File: src/rtl/alu_writeback_serializer.sv
// Serializes up to three GPR write-backs per ALU result record onto one register-file write port.
// Optional performance counters (retired_cnt, stall_cnt) are enabled by defining ALU_WB_PERF_EN.
module alu_writeback_serializer #(
  parameter int N = 32,
  parameter int R = 32,
  parameter int O = $clog2(R)
) (
  input  logic         clk,
  input  logic         rstn,
  input  logic         in_valid,
  output logic         in_ready,
  input  logic [N-1:0] GPR_a_dat,
  input  logic [N-1:0] GPR_b_dat,
  input  logic [N-1:0] GPR_c_dat,
  input  logic         GPR_a_val,
  input  logic         GPR_b_val,
  input  logic         GPR_c_val,
  input  logic [O-1:0] GPR_a_idx,
  input  logic [O-1:0] GPR_b_idx,
  input  logic [O-1:0] GPR_c_idx,
  input  logic [N-1:0] SPR_h_dat,
  input  logic [N-1:0] SPR_l_dat,
  input  logic         SPR_h_val,
  input  logic         SPR_l_val,
  input  logic         SPR_o_val,
  input  logic         SPR_z_val,
  output logic         rf_we,
  output logic [O-1:0] rf_waddr,
  output logic [N-1:0] rf_wdata,
  input  logic         rf_gnt,
  output logic         hi_we,
  output logic         lo_we,
  output logic [N-1:0] hi_wdata,
  output logic [N-1:0] lo_wdata,
  output logic         ovf_flag,
  output logic         zero_flag
`ifdef ALU_WB_PERF_EN
  ,
  output logic [31:0]  retired_cnt,
  output logic [31:0]  stall_cnt
`endif
);

  typedef enum logic [1:0] {IDLE, WR_A, WR_B, WR_C} state_t;

  state_t         state;
  state_t         state_nxt;
  logic           accept;
  logic [2:0]     pend_in;
  logic [2:0]     pend_q;
  logic [O-1:0]   a_idx_q;
  logic [O-1:0]   b_idx_q;
  logic [O-1:0]   c_idx_q;
  logic [N-1:0]   a_dat_q;
  logic [N-1:0]   b_dat_q;
  logic [N-1:0]   c_dat_q;

  assign in_ready = (state == IDLE);
  assign accept   = in_valid & in_ready;

  // Writes targeting $zero are dropped here so they never occupy a write cycle.
  assign pend_in = {GPR_c_val & (GPR_c_idx != '0),
                    GPR_b_val & (GPR_b_idx != '0),
                    GPR_a_val & (GPR_a_idx != '0)};

  function automatic state_t first_pending(input logic [2:0] mask);
    if (mask[0])      return WR_A;
    else if (mask[1]) return WR_B;
    else if (mask[2]) return WR_C;
    else              return IDLE;
  endfunction

  always_ff @(posedge clk or negedge rstn) begin
    if (!rstn) begin
      state <= IDLE;
    end else begin
      state <= state_nxt;
    end
  end

  // Record slots are captured only in the accept cycle; they stay frozen while draining.
  always_ff @(posedge clk or negedge rstn) begin
    if (!rstn) begin
      pend_q  <= '0;
      a_idx_q <= '0;
      b_idx_q <= '0;
      c_idx_q <= '0;
      a_dat_q <= '0;
      b_dat_q <= '0;
      c_dat_q <= '0;
    end else if (accept) begin
      pend_q  <= pend_in;
      a_idx_q <= GPR_a_idx;
      b_idx_q <= GPR_b_idx;
      c_idx_q <= GPR_c_idx;
      a_dat_q <= GPR_a_dat;
      b_dat_q <= GPR_b_dat;
      c_dat_q <= GPR_c_dat;
    end
  end

  // HI/LO strobes pulse once after accept; data and flags hold until the next record.
  always_ff @(posedge clk or negedge rstn) begin
    if (!rstn) begin
      hi_we     <= 1'b0;
      lo_we     <= 1'b0;
      hi_wdata  <= '0;
      lo_wdata  <= '0;
      ovf_flag  <= 1'b0;
      zero_flag <= 1'b0;
    end else begin
      hi_we <= accept & SPR_h_val;
      lo_we <= accept & SPR_l_val;
      if (accept & SPR_h_val) hi_wdata <= SPR_h_dat;
      if (accept & SPR_l_val) lo_wdata <= SPR_l_dat;
      if (accept) begin
        ovf_flag  <= SPR_o_val;
        zero_flag <= SPR_z_val;
      end
    end
  end

  always_comb begin
    state_nxt = state;
    rf_we     = 1'b0;
    rf_waddr  = '0;
    rf_wdata  = '0;
    case (state)
      IDLE: begin
        if (accept) state_nxt = first_pending(pend_in);
      end
      WR_A: begin
        rf_we    = 1'b1;
        rf_waddr = a_idx_q;
        rf_wdata = a_dat_q;
        if (rf_gnt) state_nxt = first_pending({pend_q[2:1], 1'b0});
      end
      WR_B: begin
        rf_we    = 1'b1;
        rf_waddr = b_idx_q;
        rf_wdata = b_dat_q;
        if (rf_gnt) state_nxt = first_pending({pend_q[2], 2'b00});
      end
      WR_C: begin
        rf_we    = 1'b1;
        rf_waddr = c_idx_q;
        rf_wdata = c_dat_q;
        if (rf_gnt) state_nxt = IDLE;
      end
      default: state_nxt = IDLE;
    endcase
  end

`ifdef ALU_WB_PERF_EN
  // Both counters wrap naturally at 32 bits.
  always_ff @(posedge clk or negedge rstn) begin
    if (!rstn) begin
      retired_cnt <= '0;
      stall_cnt   <= '0;
    end else begin
      if (accept)           retired_cnt <= retired_cnt + 32'd1;
      if (rf_we && !rf_gnt) stall_cnt   <= stall_cnt + 32'd1;
    end
  end
`endif

endmodule
File: config.mk
export PLATFORM = sky130hd
export DESIGN_NAME = alu_writeback_serializer
export DESIGN_NICKNAME = d
export VERILOG_FILES = /design/src/rtl/alu_writeback_serializer.sv
export SDC_FILE = /design/constraint.sdc
export NUM_CORES = 1
export LEC_CHECK = 0
export ABC_CLOCK_PERIOD_IN_PS = 2200
export CORE_ASPECT_RATIO = 0.8
export CORE_UTILIZATION = 40
export DETAILED_ROUTE_END_ITERATION = 8
export PLACE_DENSITY = 0.78
export SETUP_SLACK_MARGIN = 0.2
export SYNTH_ARGS = -nofsm -noshare
export SYNTH_HDL_FRONTEND = slang
export SYNTH_SLANG_ARGS = --single-unit
File: constraint.sdc
create_clock -name clk -period 2.2 [get_ports clk]
set_input_delay 0.33 -clock clk [delete_from_list [all_inputs] [get_ports clk]]
set_output_delay 0.33 -clock clk [all_outputs]
set_load 0.01 [all_outputs]
==> impl_metrics.json, run 1 <==
{
  "status": "complete, but fails checks",
  "violations": "setup timing",
  "insertion_delay_ns": 0.43,
  "dp_worst_setup_slack_ns": 0.131,
  "htree_num_levels": 4,
  "wl_per_cell_um": 17.3,
  "rsz0062_at_grt": "true",
  "worstSetupPathType": "reg -> out",
  "yosys-top-cells-area": "dfrtp_1 (59%), nand2_1 (16%), mux2_1 (7.5%), mux2_2 (7.2%), a22o_1 (4.2%)",
  "syn_nets": 924,
  "power_density_mw_per_mm2": 1370,
  "hold_ws_ns": 0.415,
  "cts_tree": "yes",
  "grt_pass1_wl_um": 35000,
  "fin_worst_skew_ns": 0.0102,
  "cts_buffer_depth": 2,
  "ioPinCount": 293,
  "final_area_mm2": 0.0118,
  "synthArstFlopShare_pct": 100,
  "use_met3_pct": 8.58,
  "final_antenna_net_count": 0,
  "overflow": 0,
  "grt_util_met2_pct": 37.0,
  "avgSynthCellArea_um2": 10.6,
  "grtUsageMet1_pct": 29.8,
  "final-setup-viol-count": 7,
  "vias": 6324,
  "clock_sinks": 183,
  "ys_ff_latch": 183,
  "gp_congestion": 0.787,
  "grt_max_degree": 71,
  "final-seq-area_mm2": 0.00458,
  "dp_hpwl_um": 15500,
  "drive_gt1_share_pct": 15.6,
  "cp-end-kind": "primary output",
  "die_y_um": 127,
  "core_area_mm2": 0.0190,
  "synthesis.instances": 738,
  "setup_ws_ns": -0.0351,
  "multi_input_area_mm2": 0.00298,
  "cts-root-buf": "clkbuf_16",
  "max_freq_ghz": 0.447,
  "busiest_layer": "met2",
  "drv_cap": 0,
  "grt.total_usage_pct": 23.1,
  "power_leakage_nw": 5.62,
  "min_period_ns": 2.24,
  "fin_crit_sh_pct": 102,
  "io_buffers": 292,
  "antenna_found_initial": 1,
  "start_util_pct": 40.9,
  "final_nets": 1226,
  "vdd_drop_max_mv": 0.675,
  "start_kind": "register",
  "drv_slew": 0,
  "slew_headroom_pct": 64.4,
  "r2r_setup_slack_ns": 0.16,
  "arrival_ns": 1.91,
  "critPathRequiredTime_ns": 1.87,
  "area_delta_synth_final_pct": 51.5,
  "synth_edf_count": 0,
  "yosysSeqAreaShare_pct": 58.8,
  "synthTopCellsByCount": "nand2_1 (342), dfrtp_1 (183), mux2_1 (52)",
  "grt_pass1_vias": 6380,
  "hp-class": "in -> reg",
  "synth_most_common_cell": "nand2_1",
  "drt_iter0_drc": 259,
  "die_w_um": 158,
  "yosys.cell_types.count": 27,
  "yosys.area.top_type": "dfrtp_1",
  "place_area_mm2": 0.0110,
  "wirelength_um": 22700,
  "dr.pass1.iters": 4,
  "synth_warnings": 0,
  "finalHoldViolCount": 0,
  "synth_ff_type": "dfrtp_1",
  "yosysTopAreaCellShare_pct": 58.8,
  "clk_pin_slew_ns": 0.08,
  "crit_fanout": 7,
  "fill_cells": 1578,
  "syn_area_mm2": 0.00779,
  "rows": 45,
  "drc": 0,
  "die_area_mm2": 0.0200,
  "worst_pin_slew_ns": 0.534,
  "cts_buffers": 17,
  "vias_per_cell": 4.82
}
layer usage:
| layer | vias up | routed length [µm] |
|---|---|---|
| met2 | 223 | 10600 |
| met3 | 19 | 2110 |
| met1 | 3059 | 9780 |
| li1 | 3023 | - |
| met5 | - | 0 |
| met4 | 0 | 228 |
cells in the final DEF, fill, tap and decap left out, types with 5 or more instances in the layout:
cell,count
mux2_2,41
buf_2,22
clkbuf_16,18
mux2_4,9
nand2_1,341
a22o_1,37
buf_12,13
mux2_1,52
buf_6,15
inv_6,5
buf_4,13
clkdlybuf4s50_1,252
dfrtp_1,181
clkbuf_2,7
cell families after synthesis:
group,synth area share (%)
multiplexers,14.7
flip-flops,58.8
AO/OA/AOI/OAI,5.35
AND/OR/NAND/NOR,17.4
buffers and inverters,3.68
cell type report:
type                            instances  area share [%]
Clock inverter                         14            1.11
Multi-Input combinational cell        506            25.2
Sequential cell                       183            38.8
Inverter                                2          0.0636
Timing Repair Buffer                  330            28.3
Clock buffer                           18            3.72
Tap cell                              258            2.73
Antenna cell                            1          0.0212
flip-flops by register name, summed over array words and instances, names as in the netlist:
register	cells
a_idx_q	5
lo_we	1
b_idx_q	5
c_dat_q	32
a_dat_q	32
hi_wdata	32
b_dat_q	32
state	2
zero_flag	1
pend_q	2
c_idx_q	5
hi_we	1
ovf_flag	1
lo_wdata	32
where the power goes:
| group | internal, W | switching [W] |
|---|---|---|
| logic | 0.00404 | 0.00332 |
| registers | 0.00499 | 0.000860 |
| clock network | 0.00153 | 0.00146 |
| total | 0.0106 | 0.00565 |
final timing paths:
kind                               startpoint           end  depth (start not counted)
worst max register to register       state[1]  lo_wdata[13]                          8
worst min-delay path            GPR_a_dat[27]   a_dat_q[27]                          3
min in group asynchronous                rstn   a_dat_q[17]                          2
max in group asynchronous                rstn    a_dat_q[5]                          3
worst max-delay path                 state[1]  rf_wdata[20]                          6
worst min register to register     a_dat_q[1]    a_dat_q[1]                          2
critical path: stages, from the launching register on:
cell and delay, ns:
dfrtp_2 0.45, buf_12 0.16, buf_12 0.13, buf_6 0.11
mux2_4 0.29, a22o_1 0.20, buf_2 0.14
per-stage QoR:
| step | setup TNS (ns) | utilization [%] | power [W] | instances |
|---|---|---|---|---|
| after floorplan | 0 | - | 0.00940 | 738 |
| after global placement | 0 | 58.0 | 0.0128 | 1258 |
| after detailed placement | 0 | 58.0 | 0.0130 | 1258 |
| after CTS | -0.781 | 61.7 | 0.0162 | 1305 |
| after global routing | -0.646 | 62.0 | 0.0172 | 1312 |
| final | -0.0884 | 62.0 | 0.0162 | 1312 |
timing repair:
action	CTS	global route
pin swaps	1	6
hold buffers	1	0
hold endpoints to repair	56	0
gates cloned	3	1
resized for setup	133	43
endpoints found under the setup margin	39	38
setup buffers	11	5
No activity file was read; power rests on OpenSTA's default activity.
==> run 2, diff against run 1 <==
==> constraint.sdc (replaced) <==
create_clock -name clk -period 2.2 [get_ports clk]
set_input_delay 0.44 -clock clk [delete_from_list [all_inputs] [get_ports clk]]
set_output_delay 0.44 -clock clk [all_outputs]
set_load 0.01 [all_outputs]
==> run 2 against run 1 <==
The run still ends with setup timing left. Largest cell class unchanged. Clock power fell by 1%. Final area rose by 4.4%. Critical endpoint is now rf_wdata[10]. Critical path type unchanged. Sequential share of layout area fell by 1.6 points. Count of clock-buffer cells in the layout fell by 1. Utilization rose by 2.7 points.
==> impl_metrics.json, run 2 (synthesized netlist as in run 1, its figures left out) <==
{
  "wl_per_cell_um": 18.9,
  "grt_pass1_vias": 6523,
  "p_clk_share_pct": 17.2,
  "grt.total_usage_pct": 23.8,
  "clock_sinks": 183,
  "fin_setup_tns_ns": -1.80,
  "drv_slew": 0,
  "worstSetupStartpoint": "state[1]",
  "insertion_delay_ns": 0.43,
  "drc": 0,
  "vdd_drop_max_mv": 0.547,
  "min_period_ns": 2.30,
  "r2r_start": "state[1]",
  "route.met3.wl_um": 2270,
  "crit_fanout": 6,
  "final_nets": 1235,
  "core_area_mm2": 0.0190,
  "max_freq_ghz": 0.434,
  "power_leakage_nw": 5.90,
  "wirelength_um": 24900,
  "overflow": 0,
  "die_area_mm2": 0.0200,
  "critPathRequiredTime_ns": 1.76,
  "area_delta_synth_final_pct": 58.2,
  "ioPinCount": 293,
  "p_sw_w": 0.00591,
  "clk_pin_slew_ns": 0.07,
  "power_density_mw_per_mm2": 1390,
  "worst_pin_slew_ns": 0.596,
  "cp-end-kind": "primary output",
  "final_antenna_net_count": 0,
  "cts-root-buf": "clkbuf_16",
  "cts_buffer_depth": 2,
  "hold_ws_ns": 0.0175,
  "status": "complete, but fails checks",
  "cts_buffers": 17,
  "vias": 6412,
  "n_antenna_cell": 0,
  "arrival_ns": 1.86,
  "final-setup-viol-count": 27,
  "vias_per_cell": 4.86,
  "wl_met2_um": 12100,
  "die_w_um": 158,
  "io_buffers": 292,
  "p_total_w": 0.0171,
  "start_util_pct": 40.9,
  "fin_worst_skew_ns": 0.0148,
  "drv_cap": 0,
  "slew_headroom_pct": 60.2,
  "htree_num_levels": 4,
  "dp_worst_setup_slack_ns": -0.0753,
  "drt_iter0_drc": 363,
  "rows": 45,
  "cts_tree": "yes",
  "cts_hold_buf": 0,
  "dr.pass1.iters": 4,
  "seqPwrFrac_pct": 34.8,
  "sw_frac_of_total_pct": 34.5,
  "start_kind": "register",
  "worstSetupPathType": "reg -> out",
  "dr.max_layer_used": "met4",
  "drive_gt1_share_pct": 21.8,
  "finalHoldViolCount": 0,
  "die_y_um": 127,
  "antenna_found_initial": 0,
  "grt_pass1_wl_um": 36200,
  "comb_power_share_pct": 48.0,
  "violations": "setup timing",
  "fin_crit_sh_pct": 105,
  "dp_hpwl_um": 16500,
  "gp_congestion": 0.779,
  "rsz0062_at_grt": "true",
  "mostFrequentLayoutCells": "nand2_1 (341), clkdlybuf4s50_1 (252), dfrtp_1 (181), mux2_4 (66), a22o_1 (37)",
  "final_common_cell": "nand2_1",
  "hp-class": "in -> async",
  "setup_ws_ns": -0.103,
  "intPower_w": 0.0112,
  "wl_met1_um": 10400,
  "grt_max_degree": 69
}
==> run 2: what timing repair did <==
item / 4_1_cts / 5_1_grt
gates resized for setup: 240 / 12
cloned: 3 / 8
setup buffers: 8 / 2
pin swaps: 5 / 2
endpoints found under the setup margin: 39 / 104
==> run 2: worst max-delay path: stages, from the launching register on <==
cell and delay, ns:
dfrtp_2 0.45, buf_12 0.14, buf_8 0.11, buf_16 0.13, mux2_4 0.30, a22o_1 0.18, buf_2 0.13
==> run 2: final timing paths <==
kind                                 to  slack [ns]  cells after the start
hold reg to reg              a_idx_q[1]        0.47                      2
setup reg to reg           hi_wdata[26]        0.10                      8
max in group asynchronous  hi_wdata[18]        1.55                      2
min in group clk             a_idx_q[1]        0.47                      2
hold / removal              a_dat_q[17]        0.02                      1
setup / recovery           rf_wdata[10]       -0.10                      6
==> run 2: area by class of cell <==
class,count,area (µm²)
fillers,1478,6710
flip-flops and latches,183,4580
repair buffers,339,3640
multi-input cells,506,3210
clock buffers,17,425
well taps,258,323
clock inverters,15,136
inverters,2,7.51
==> run 2: power groups by stage <==
| stage | Sequential, W | Clock, W | Combinational [W] |
|---|---|---|---|
| after floorplan | 0.00597 | 0 | 0.00343 |
| after global placement | 0.00585 | 0 | 0.00710 |
| after detailed placement | 0.00592 | 0 | 0.00725 |
| after CTS | 0.00591 | 0.00301 | 0.00799 |
| after global routing | 0.00611 | 0.00314 | 0.00883 |
| final | 0.00595 | 0.00295 | 0.00821 |
==> run 2: stage by stage <==
step / std cells / cell area, µm² / util [%]
6_report: 1320 / 12300 / 64.7
5_1_grt: 1320 / 12300 / 64.7
4_1_cts: 1310 / 12100 / 63.5
3_5_place_dp: 1267 / 11200 / 58.7
3_3_place_gp: 1267 / 11200 / 58.7
2_1_floorplan: 738 / 7790 / -
==> run 2: routing by layer <==
metal  vias to the layer above  global-route usage (%)
li1                       3036                       -
met4                         0                    5.66
met2                       234                    39.7
met3                        20                    7.96
met5                         -                       0
met1                      3122                    29.8
==> run 3, diff against run 2 <==
--- a/config.mk
+++ b/config.mk
@@ -5,7 +5,7 @@
 export SDC_FILE = /design/constraint.sdc
 export NUM_CORES = 1
 export LEC_CHECK = 0
-export ABC_CLOCK_PERIOD_IN_PS = 2200
+export ABC_CLOCK_PERIOD_IN_PS = 2300
 export CORE_ASPECT_RATIO = 0.8
 export CORE_UTILIZATION = 40
 export DETAILED_ROUTE_END_ITERATION = 8
==> constraint.sdc (replaced) <==
create_clock -name clk -period 2.3 [get_ports clk]
set_input_delay 0.46 -clock clk [delete_from_list [all_inputs] [get_ports clk]]
set_output_delay 0.46 -clock clk [all_outputs]
set_load 0.01 [all_outputs]
==> run 3 against run 2 <==
The run still ends with setup timing left. Power is 4.8% lower. Via count hardly changed. Critical path depth stayed put. Flip-flop and latch count stayed put. Register-to-register slack better by 0.07 ns. Routed wire length is 3.6% lower. Worst hold slack worse by 0.015 ns. Critical endpoint is now rf_wdata[12]. Largest cell class unchanged.
==> impl_metrics.json, run 3 (synthesized netlist as in run 1, its figures left out) <==
{
  "power_density_mw_per_mm2": 1330,
  "grt_pass1_wl_um": 35900,
  "ioPinCount": 293,
  "cts_tree": "yes",
  "dp_worst_setup_slack_ns": 0.134,
  "fin_setup_tns_ns": -0.0830,
  "rows": 45,
  "sw_frac_of_total_pct": 34.4,
  "io_buffers": 292,
  "comb_power_share_pct": 47.1,
  "wl_per_cell_um": 18.3,
  "final_nets": 1229,
  "cts_buffers": 17,
  "min_period_ns": 2.32,
  "area_delta_synth_final_pct": 56.7,
  "p_clk_share_pct": 17.9,
  "crit_fanout": 6,
  "dp_hpwl_um": 16200,
  "fin_cells": 1315,
  "fin_worst_skew_ns": 0.00999,
  "rsz0062_at_grt": "true",
  "vias": 6406,
  "drc": 0,
  "drive_gt1_share_pct": 20.0,
  "insertion_delay_ns": 0.43,
  "worst_pin_slew_ns": 0.512,
  "grt_pass1_vias": 6486,
  "vias_per_cell": 4.87,
  "cts_buffer_depth": 2,
  "antenna_found_initial": 2,
  "htree_num_levels": 4,
  "p_total_w": 0.0163,
  "wirelength_um": 24000,
  "start_kind": "register",
  "slew_headroom_pct": 65.9,
  "die_y_um": 127,
  "dr.pass1.iters": 4,
  "post-place-cells": 1263,
  "setup_ws_ns": -0.0201,
  "max_freq_ghz": 0.431,
  "drv_cap": 0,
  "crit_family": "buffers and inverters",
  "mostFrequentLayoutCells": "nand2_1 (332), clkdlybuf4s50_1 (252), dfrtp_1 (181), mux2_4 (62), a22o_1 (37)",
  "cp-end-kind": "primary output",
  "drv_slew": 0,
  "clock_sinks": 183,
  "fill_cells": 1525,
  "worstSetupPathType": "reg -> out",
  "cts-root-buf": "clkbuf_16",
  "grt_max_degree": 61,
  "grt.total_usage_pct": 23.7,
  "cpMaxStageDelayCell": "dfrtp_2",
  "critPathRequiredTime_ns": 1.84,
  "clk_pin_slew_ns": 0.07,
  "status": "complete, but fails checks",
  "final_common_cell": "nand2_1",
  "fin_crit_sh_pct": 101,
  "seqPwrFrac_pct": 34.9,
  "cp_cell_sequence": "buf_12, buf_12, buf_16, mux2_2, a22o_1, buf_6",
  "gp_congestion": 0.801,
  "die_w_um": 158,
  "critPathMaxStageDelay_ns": 0.44,
  "p_sw_w": 0.00561,
  "drt_iter0_drc": 272,
  "worst-path-buf-inv": 4,
  "path_common_cell": "buf_12",
  "core_area_mm2": 0.0190,
  "finalHoldViolCount": 0,
  "start_util_pct": 40.9,
  "hp-class": "in -> async",
  "hold_ws_ns": 0.00295,
  "die_area_mm2": 0.0200,
  "final_antenna_net_count": 0,
  "intPower_w": 0.0107,
  "violations": "setup timing",
  "final-setup-viol-count": 8,
  "power_leakage_nw": 5.89,
  "arrival_ns": 1.86,
  "overflow": 0,
  "vdd_drop_max_mv": 0.646
}
[run 3: through the flow]
| step | utilization, % | instance area (µm²) |
|---|---|---|
| after global routing | 64.1 | 12200 |
| after detailed placement | 58.2 | 11100 |
| after global placement | 58.2 | 11100 |
| final | 64.2 | 12200 |
| after floorplan | - | 7790 |
| after CTS | 61.9 | 11800 |
[run 3: cell type report]
class / instances / area [µm²] / share of cell area [%]
diodes: 1 / 2.50 / 0.0205
clock buffers: 17 / 425 / 3.48
clock inverters: 15 / 161 / 1.32
inverters: 2 / 7.51 / 0.0615
multi-input cells: 506 / 3230 / 26.5
flip-flops and latches: 183 / 4580 / 37.5
well taps: 258 / 323 / 2.64
repair buffers: 333 / 3480 / 28.5
[run 3: worst register-to-register path, stage by stage (launching register included)]
cell       delay (ns)
dfrtp_2          0.44
buf_6            0.14
buf_16           0.14
buf_8            0.12
nor2_4           0.10
buf_6            0.12
buf_6            0.11
and3_4           0.28
clkbuf_16        0.24
mux2_4           0.32
[run 3: power groups by stage]
stage                     sequential (W)  combinational, W  clock (W)
after global placement           0.00562           0.00669          0
after floorplan                  0.00572           0.00328          0
after CTS                        0.00565           0.00709    0.00298
final                            0.00569           0.00768    0.00292
after detailed placement         0.00568           0.00683          0
after global routing             0.00587           0.00830    0.00312
[run 3: routing by layer]
layer  routed length (µm)  vias up  GRT usage (%)
met1                10200     3145           30.0
met4                  300        2           5.37
met3                 1980       24           8.30
met2                11600      213           39.0
met5                   13        -              0
li1                     -     3022              -
[run 3: final timing paths]
path                                  start      endpoint  slack (ns)  cells after the start
worst max-delay path               state[1]  rf_wdata[12]       -0.02                      6
worst min-delay path                   rstn   a_dat_q[17]       0.003                      1
worst max register to register     state[1]   hi_wdata[7]        0.17                      9
worst min register to register  c_dat_q[19]   c_dat_q[19]        0.48                      2
max in group asynchronous              rstn   hi_wdata[2]        1.59                      2
min in group clk                c_dat_q[19]   c_dat_q[19]        0.48                      2
[run 3: repair_timing]
action	CTS	global route
cloned	3	5
hold buffers	0	0
endpoints found under the setup margin	39	57
buffers inserted	7	4
resized for setup	168	80
pin swaps	11	13
